### config.mk
export PLATFORM = sky130hd
export DESIGN_NAME = pipelined_shifter
export DESIGN_NICKNAME = d
export VERILOG_FILES = /design/src/rtl/shift_pkg.sv /design/src/rtl/shift_stage.sv /design/src/rtl/pipelined_shifter.sv
export SDC_FILE = /design/constraint.sdc
export NUM_CORES = 1
export LEC_CHECK = 0
export CAP_MARGIN = 0
export CORE_UTILIZATION = 39
export CTS_BUF_LIST = sky130_fd_sc_hd__clkbuf_4 sky130_fd_sc_hd__clkbuf_8 sky130_fd_sc_hd__clkbuf_16
export CTS_CLUSTER_SIZE = 24
export DETAILED_ROUTE_END_ITERATION = 6
export GPL_TIMING_DRIVEN = 1
export PLACE_DENSITY = 0.74
export SLEW_MARGIN = 20
export SYNTH_ARGS = -nofsm -noshare
export SYNTH_HDL_FRONTEND = slang
export SYNTH_SLANG_ARGS = --single-unit
export TNS_END_PERCENT = 5
### constraint.sdc
create_clock -name CLK -period 1.58 [get_ports CLK]
set_clock_uncertainty 0.1 [all_clocks]
set_input_delay 0.237 -clock CLK [delete_from_list [all_inputs] [get_ports CLK]]
set_output_delay 0.237 -clock CLK [all_outputs]
set_load 0.01 [all_outputs]
### src/rtl/shift_pkg.sv
// Shared types for the pipelined shifter: mode encodings and the per-stage record
// that travels down the pipeline alongside the partially shifted operand.
package shift_pkg;

    localparam int MAX_WIDTH   = 64;
    localparam int MAX_SHAMT_W = 6;

    localparam logic [1:0] MODE_SLL = 2'b00;
    localparam logic [1:0] MODE_SRL = 2'b01;
    localparam logic [1:0] MODE_SRA = 2'b10;
    localparam logic [1:0] MODE_ROR = 2'b11;

    // Sized for the widest supported operand; narrower instances use the low bits only.
    typedef struct packed {
        logic [MAX_WIDTH-1:0]   data;
        logic                   sign;
        logic [1:0]             mode;
        logic [MAX_SHAMT_W-1:0] shamt;
        logic                   valid;
    } shift_rec_t;

endpackage

### src/rtl/shift_stage.sv
// One pipeline stage: conditionally shifts by 2**STAGE positions according to the
// operation mode, then registers the record with hold (stall) and flush control.
module shift_stage
    import shift_pkg::*;
#(
    parameter int WIDTH = 8,
    parameter int STAGE = 0
) (
    input  logic       clk,
    input  logic       rst,
    input  logic       flush,
    input  logic       stall,
    input  shift_rec_t in_rec,
    output shift_rec_t out_rec
);

    localparam int STEP = 1 << STAGE;

    logic [WIDTH-1:0] din;
    logic [WIDTH-1:0] shifted;
    shift_rec_t       rec_d;
    shift_rec_t       rec_q;

    // SRA fills from the carried original sign, not the current MSB.
    always_comb begin
        din     = in_rec.data[WIDTH-1:0];
        shifted = din;
        if (in_rec.shamt[STAGE]) begin
            unique case (in_rec.mode)
                MODE_SLL: shifted = din << STEP;
                MODE_SRL: shifted = din >> STEP;
                MODE_SRA: shifted = {{STEP{in_rec.sign}}, din[WIDTH-1:STEP]};
                MODE_ROR: shifted = {din[STEP-1:0], din[WIDTH-1:STEP]};
            endcase
        end
    end

    always_comb begin
        rec_d = rec_q;
        if (flush) begin
            rec_d.valid = 1'b0;
        end else if (!stall) begin
            rec_d                   = in_rec;
            rec_d.data[WIDTH-1:0]   = shifted;
        end
    end

    always_ff @(posedge clk or posedge rst) begin
        if (rst) begin
            rec_q <= '0;
        end else begin
            rec_q <= rec_d;
        end
    end

    assign out_rec = rec_q;

endmodule

### src/rtl/pipelined_shifter.sv
// Pipelined barrel shifter (SLL/SRL/SRA/ROR) with one stage per shift-amount bit,
// a global stall driven by output back-pressure, and a synchronous flush.
module pipelined_shifter
    import shift_pkg::*;
#(
    parameter int WIDTH   = 8,
    parameter int SHAMT_W = $clog2(WIDTH)
) (
    input  logic               CLK,
    input  logic               RESET,
    input  logic               FLUSH,
    input  logic               IN_VALID,
    output logic               IN_READY,
    input  logic [WIDTH-1:0]   DATA_IN,
    input  logic [SHAMT_W-1:0] SHAMT,
    input  logic [1:0]         MODE,
    output logic               OUT_VALID,
    input  logic               OUT_READY,
    output logic [WIDTH-1:0]   DATA_OUT,
    output logic               BUSY
);

    shift_rec_t in_rec;
    shift_rec_t stage_q [SHAMT_W];
    logic       stall;
    logic       busy_d;
    logic       busy_q;
    logic       unused_tail;

    always_comb begin
        in_rec                      = '0;
        in_rec.data[WIDTH-1:0]      = DATA_IN;
        in_rec.sign                 = DATA_IN[WIDTH-1];
        in_rec.mode                 = MODE;
        in_rec.shamt[SHAMT_W-1:0]   = SHAMT;
        in_rec.valid                = IN_VALID;
    end

    for (genvar k = 0; k < SHAMT_W; k++) begin : g_stage
        shift_rec_t stage_in;
        if (k == 0) begin : g_first
            assign stage_in = in_rec;
        end else begin : g_next
            assign stage_in = stage_q[k-1];
        end

        shift_stage #(
            .WIDTH (WIDTH),
            .STAGE (k)
        ) u_stage (
            .clk     (CLK),
            .rst     (RESET),
            .flush   (FLUSH),
            .stall   (stall),
            .in_rec  (stage_in),
            .out_rec (stage_q[k])
        );
    end

    assign OUT_VALID = stage_q[SHAMT_W-1].valid;
    assign DATA_OUT  = stage_q[SHAMT_W-1].data[WIDTH-1:0];
    assign stall     = OUT_VALID && !OUT_READY;
    assign IN_READY  = !stall;

    // BUSY is registered: predict the OR of the stage valid bits after this edge.
    always_comb begin
        busy_d = 1'b0;
        if (!FLUSH) begin
            busy_d = stall ? 1'b0 : IN_VALID;
            for (int k = 0; k < SHAMT_W; k++) begin
                if (stall || k < SHAMT_W - 1) begin
                    busy_d = busy_d | stage_q[k].valid;
                end
            end
        end
    end

    always_ff @(posedge CLK or posedge RESET) begin
        if (RESET) begin
            busy_q <= 1'b0;
        end else begin
            busy_q <= busy_d;
        end
    end

    assign BUSY = busy_q;

    assign unused_tail = ^{stage_q[SHAMT_W-1].sign, stage_q[SHAMT_W-1].mode,
                           stage_q[SHAMT_W-1].shamt, stage_q[SHAMT_W-1].data};

endmodule

==> metrics list <==
* Clock tree from TritonCTS: built
- The repair_antennas step left the layout with diodes totalling 0.
* First-pass GRT wire length: 6520 µm
* Residual DRC count: 0
- Hold Crit Class: primary input to async pin
- Total of endpoints with negative setup slack in the final report: 0
* Reported max-cap violation count: 0
* Area of the core: 4850 µm²
- Number of buffer cells added on primary ports: 28
- The Yosys step of the flow raised 0 warnings.
* Number of buffers added for setup after CTS: 0
* Largest net degree at the start of global routing: 38
* Number of nets with antenna violations after detailed routing: 0
- Synthesized area per cell: 10.7 µm²
- Clock latency of the later-clocked register in the worst-skew pair: 0.28 ns
- At the worst endpoint, the required time is 1.65 ns.
- In this run the cell area of the synthesized design comes to 2010 µm².
- Part of the power in combinational logic: 27.6%
- Dominant cell type by area after synthesis: sky130_fd_sc_hd__dfrtp_1
- In this run the clock root is driven by a sky130_fd_sc_hd__clkbuf_8.
* Net total in the final layout: 244
* Setup repair after global routing missed its margin: no
- After legalization and detailed placement, the total HPWL measured 2780 µm.
* DRT iter0 DRCs: 60
* Top post-synthesis cells by area: sky130_fd_sc_hd__dfrtp_1 (46%), sky130_fd_sc_hd__mux2_4 (13%), sky130_fd_sc_hd__o21ai_0 (6.7%)
- Summing over every cut layer, the via total after detailed routing is 1533.
* Ratio of total power to cell area: 1050 nW/µm²
- The final max-slew violation count was 0.
- Clock sink total: 37
- Clock slew at the register clock pins of the worst setup and hold paths: 0.07 ns
- Total number of H-tree levels: 2
- IR drop worst, VDD: 0.396 mV
- Nets in the synthesized netlist: 205
- The clock network burns 25.0% of the power.
- Slew @ Worst Pin: 0.459 ns
* Final Hold Violating Endpoints: 0
- The final critical path takes up 96.1% of the cycle.
* Gr ovfl total: 0
* Top Ports: 29
- In this run switching power makes up 27.7% of total power.
- Height of the die: 73.8 µm
* Clock buffer count from CTS: 5
- The design draws 2.67 mW.
- Global placement routability congestion: 0.799
- Summing all multi-input logic gate instances after layout gives 965 µm².
- Largest fanout of any net on the critical path: 33
* Fraction of the yosys area taken by sequential cells: 46.1%
- Using the TritonRoute via totals, the vias-per-cell ratio works out to 5.23.
- The die covers 5440 µm².
* Average wire per cell in the routed design: 12.8 µm
- Min setup slack post-route: 0.0619 ns
- Capturing element type of the critical path: flop
- Area growth syn-to-layout: 27.0%
* Flop pwr share: 47.4%
- The initialized floorplan defines 25 standard-cell rows.
- Run status: finished, final reports clean
- Detailed Routing Iterations Pass 1: 4
* Starting density of the core: 41.4%
- The number of antenna violations at the first check in global routing was 0.
* Max Buffers Root-to-Sink: 2
- Pre-CTS WS: -0.256 ns
- Leakage power total: 1.10 nW
- Maximum clock frequency: 0.659 GHz
- Synthesis inferred 37 register bits.
- STA classifies the critical path startpoint as a primary input.
* Number of distinct library cells after synthesis: 28
- For the final routed database, the setup TNS stands at 0 ns.
* Area of all sequential standard cells: 926 µm²
- The analysis attributes to net switching a power of 0.738 mW.
- The synthesized design devotes to its leading area cell type 46.1% of total area.
- Fill cells in the final layout number 431.
* Die boundary width: 73.8 µm
- Type of the worst setup path: primary input to flop
- Data arrives at the worst endpoint at 1.59 ns.
* Internal power of the cells: 1.93 mW
- Time the final worst path needs with I/O delays and setup: 1.52 ns
- Global-route usage over all layers: 15.9%
- Total length of routed wires: 3750 µm
- Number of instances in the synthesized netlist: 187
- In this run the tightest slew margin relative to its limit is 69.4%.
- The number of global-route vias before repair was 1445.
- Share of layout cells above drive strength 1: 26.1%
critical path, stage by stage:
cell and delay (ns):
sky130_fd_sc_hd__clkdlybuf4s50_1 0.44, sky130_fd_sc_hd__nor2b_4 0.15, sky130_fd_sc_hd__or2_1 0.16, sky130_fd_sc_hd__buf_12 0.23, sky130_fd_sc_hd__mux2_2 0.36
state kept, by name (all words and copies together) (netlist names):
signal and cells:
g_stage.u_stage.out_rec 36, BUSY 1
area by class of cell:
| type | instances | share of cell area [%] |
|---|---|---|
| Timing Repair Buffer | 48 | 18.5 |
| Multi-Input combinational cell | 130 | 37.8 |
| Inverter | 4 | 0.589 |
| Clock buffer | 7 | 3.53 |
| Tap cell | 67 | 3.29 |
| Sequential cell | 37 | 36.3 |
cell usage in the layout (no fill, tap or decap):
cell / synthesis / routed
sky130_fd_sc_hd__a211oi_1: 4 / 4
sky130_fd_sc_hd__a21oi_1: 1 / 1
sky130_fd_sc_hd__a22o_1: 3 / 3
sky130_fd_sc_hd__a22oi_1: 4 / 4
sky130_fd_sc_hd__a31oi_1: 12 / 12
sky130_fd_sc_hd__and3b_1: 1 / 1
sky130_fd_sc_hd__buf_12: 0 / 3
sky130_fd_sc_hd__buf_4: 0 / 17
sky130_fd_sc_hd__clkbuf_4: 0 / 1
sky130_fd_sc_hd__clkbuf_8: 0 / 6
sky130_fd_sc_hd__clkdlybuf4s50_1: 0 / 25
sky130_fd_sc_hd__dfrtp_1: 37 / 37
sky130_fd_sc_hd__dlygate4sd2_1: 0 / 1
sky130_fd_sc_hd__dlymetal6s2s_1: 0 / 2
sky130_fd_sc_hd__inv_1: 4 / 4
sky130_fd_sc_hd__mux2_2: 3 / 3
sky130_fd_sc_hd__mux2_4: 17 / 17
sky130_fd_sc_hd__mux2i_1: 5 / 5
sky130_fd_sc_hd__nand3_1: 3 / 3
sky130_fd_sc_hd__nor2_1: 22 / 22
sky130_fd_sc_hd__nor2b_1: 2 / 2
sky130_fd_sc_hd__nor2b_4: 1 / 1
sky130_fd_sc_hd__nor3_1: 3 / 3
sky130_fd_sc_hd__o211ai_1: 4 / 4
sky130_fd_sc_hd__o21a_1: 1 / 1
sky130_fd_sc_hd__o21ai_0: 27 / 27
sky130_fd_sc_hd__o31ai_1: 4 / 4
sky130_fd_sc_hd__or2_1: 1 / 1
sky130_fd_sc_hd__or2_2: 1 / 1
sky130_fd_sc_hd__or3b_2: 10 / 10
sky130_fd_sc_hd__xnor2_1: 1 / 1
synth_stat cells:
library cell	n
sky130_fd_sc_hd__or2_2	1
sky130_fd_sc_hd__o31ai_1	4
sky130_fd_sc_hd__mux2_2	3
sky130_fd_sc_hd__a22o_1	3
sky130_fd_sc_hd__and3b_1	1
sky130_fd_sc_hd__nor2b_1	2
sky130_fd_sc_hd__o21a_1	1
sky130_fd_sc_hd__o211ai_1	4
sky130_fd_sc_hd__nand3_1	3
sky130_fd_sc_hd__a22oi_1	4
sky130_fd_sc_hd__buf_2	1
sky130_fd_sc_hd__dfrtp_1	37
sky130_fd_sc_hd__inv_1	4
sky130_fd_sc_hd__a21oi_1	1
sky130_fd_sc_hd__nor2_1	22
sky130_fd_sc_hd__a211oi_1	4
sky130_fd_sc_hd__xnor2_1	1
sky130_fd_sc_hd__clkbuf_1	10
sky130_fd_sc_hd__buf_8	1
sky130_fd_sc_hd__buf_6	4
sky130_fd_sc_hd__or2_1	1
sky130_fd_sc_hd__o21ai_0	27
sky130_fd_sc_hd__mux2i_1	5
sky130_fd_sc_hd__nor2b_4	1
sky130_fd_sc_hd__mux2_4	17
sky130_fd_sc_hd__or3b_2	10
sky130_fd_sc_hd__a31oi_1	12
sky130_fd_sc_hd__nor3_1	3
metrics by stage:
| step | area, µm² | util [%] | instances | hold WS, ns |
|---|---|---|---|---|
| floorplan | 2010 | - | 187 | 0.286 |
| global placement | 2460 | 50.7 | 286 | 0.388 |
| detailed placement | 2460 | 50.7 | 286 | 0.397 |
| CTS | 2550 | 52.5 | 293 | 0.196 |
| global route | 2550 | 52.6 | 293 | 0.224 |
| finish | 2550 | 52.6 | 293 | 0.193 |
worst paths after layout:
kind / slack [ns] / to / startpoint / cells past startpoint
max reg2reg: 0.10 / g_stage[0].u_stage.out_rec[8] / g_stage[2].u_stage.out_rec[0] / 4
max: 0.06 / g_stage[0].u_stage.out_rec[8] / OUT_READY / 5
max in group asynchronous: 1.01 / g_stage[1].u_stage.out_rec[9] / RESET / 3
min: 0.19 / g_stage[1].u_stage.out_rec[0] / RESET / 3
min reg2reg: 0.41 / g_stage[2].u_stage.out_rec[11] / g_stage[2].u_stage.out_rec[11] / 2
min in group CLK: 0.41 / g_stage[2].u_stage.out_rec[11] / g_stage[2].u_stage.out_rec[11] / 2
what timing repair did:
item                       CTS  global route
hold buffers                 0             0
setup endpoints to repair    1             2
gates resized for setup      1             2
pin swaps                    0             0
per-layer routing:
layer	GRT usage, %	routed length (µm)	up-vias
met4	5.77	54	0
met2	27.7	1840	39
li1	-	-	759
met5	0	0	-
met1	18.6	1680	727
met3	4.53	177	8
power by group through the flow:
stage | Sequential [mW] | Clock (mW) | Combinational [mW]
floorplan | 1.26 | 0 | 0.456
global placement | 1.27 | 0 | 0.730
detailed placement | 1.28 | 0 | 0.746
CTS | 1.26 | 0.690 | 0.746
global route | 1.29 | 0.731 | 0.816
finish | 1.26 | 0.667 | 0.737
cell families (layout without fill, tap and decap cells):
| kind of cell | count (synthesis) | in the layout | synth area share [%] |
|---|---|---|---|
| AOI/OAI and AO/OA | 60 | 60 | 18.4 |
| and+or+nand+nor | 44 | 44 | 12.3 |
| DFF | 37 | 37 | 46.1 |
| muxes | 25 | 25 | 16.9 |
| buffers and inverters | 20 | 59 | 5.86 |
| xor gates and xnor gates | 1 | 1 | 0.436 |
Note: power is estimated with default switching activity, not from simulation.
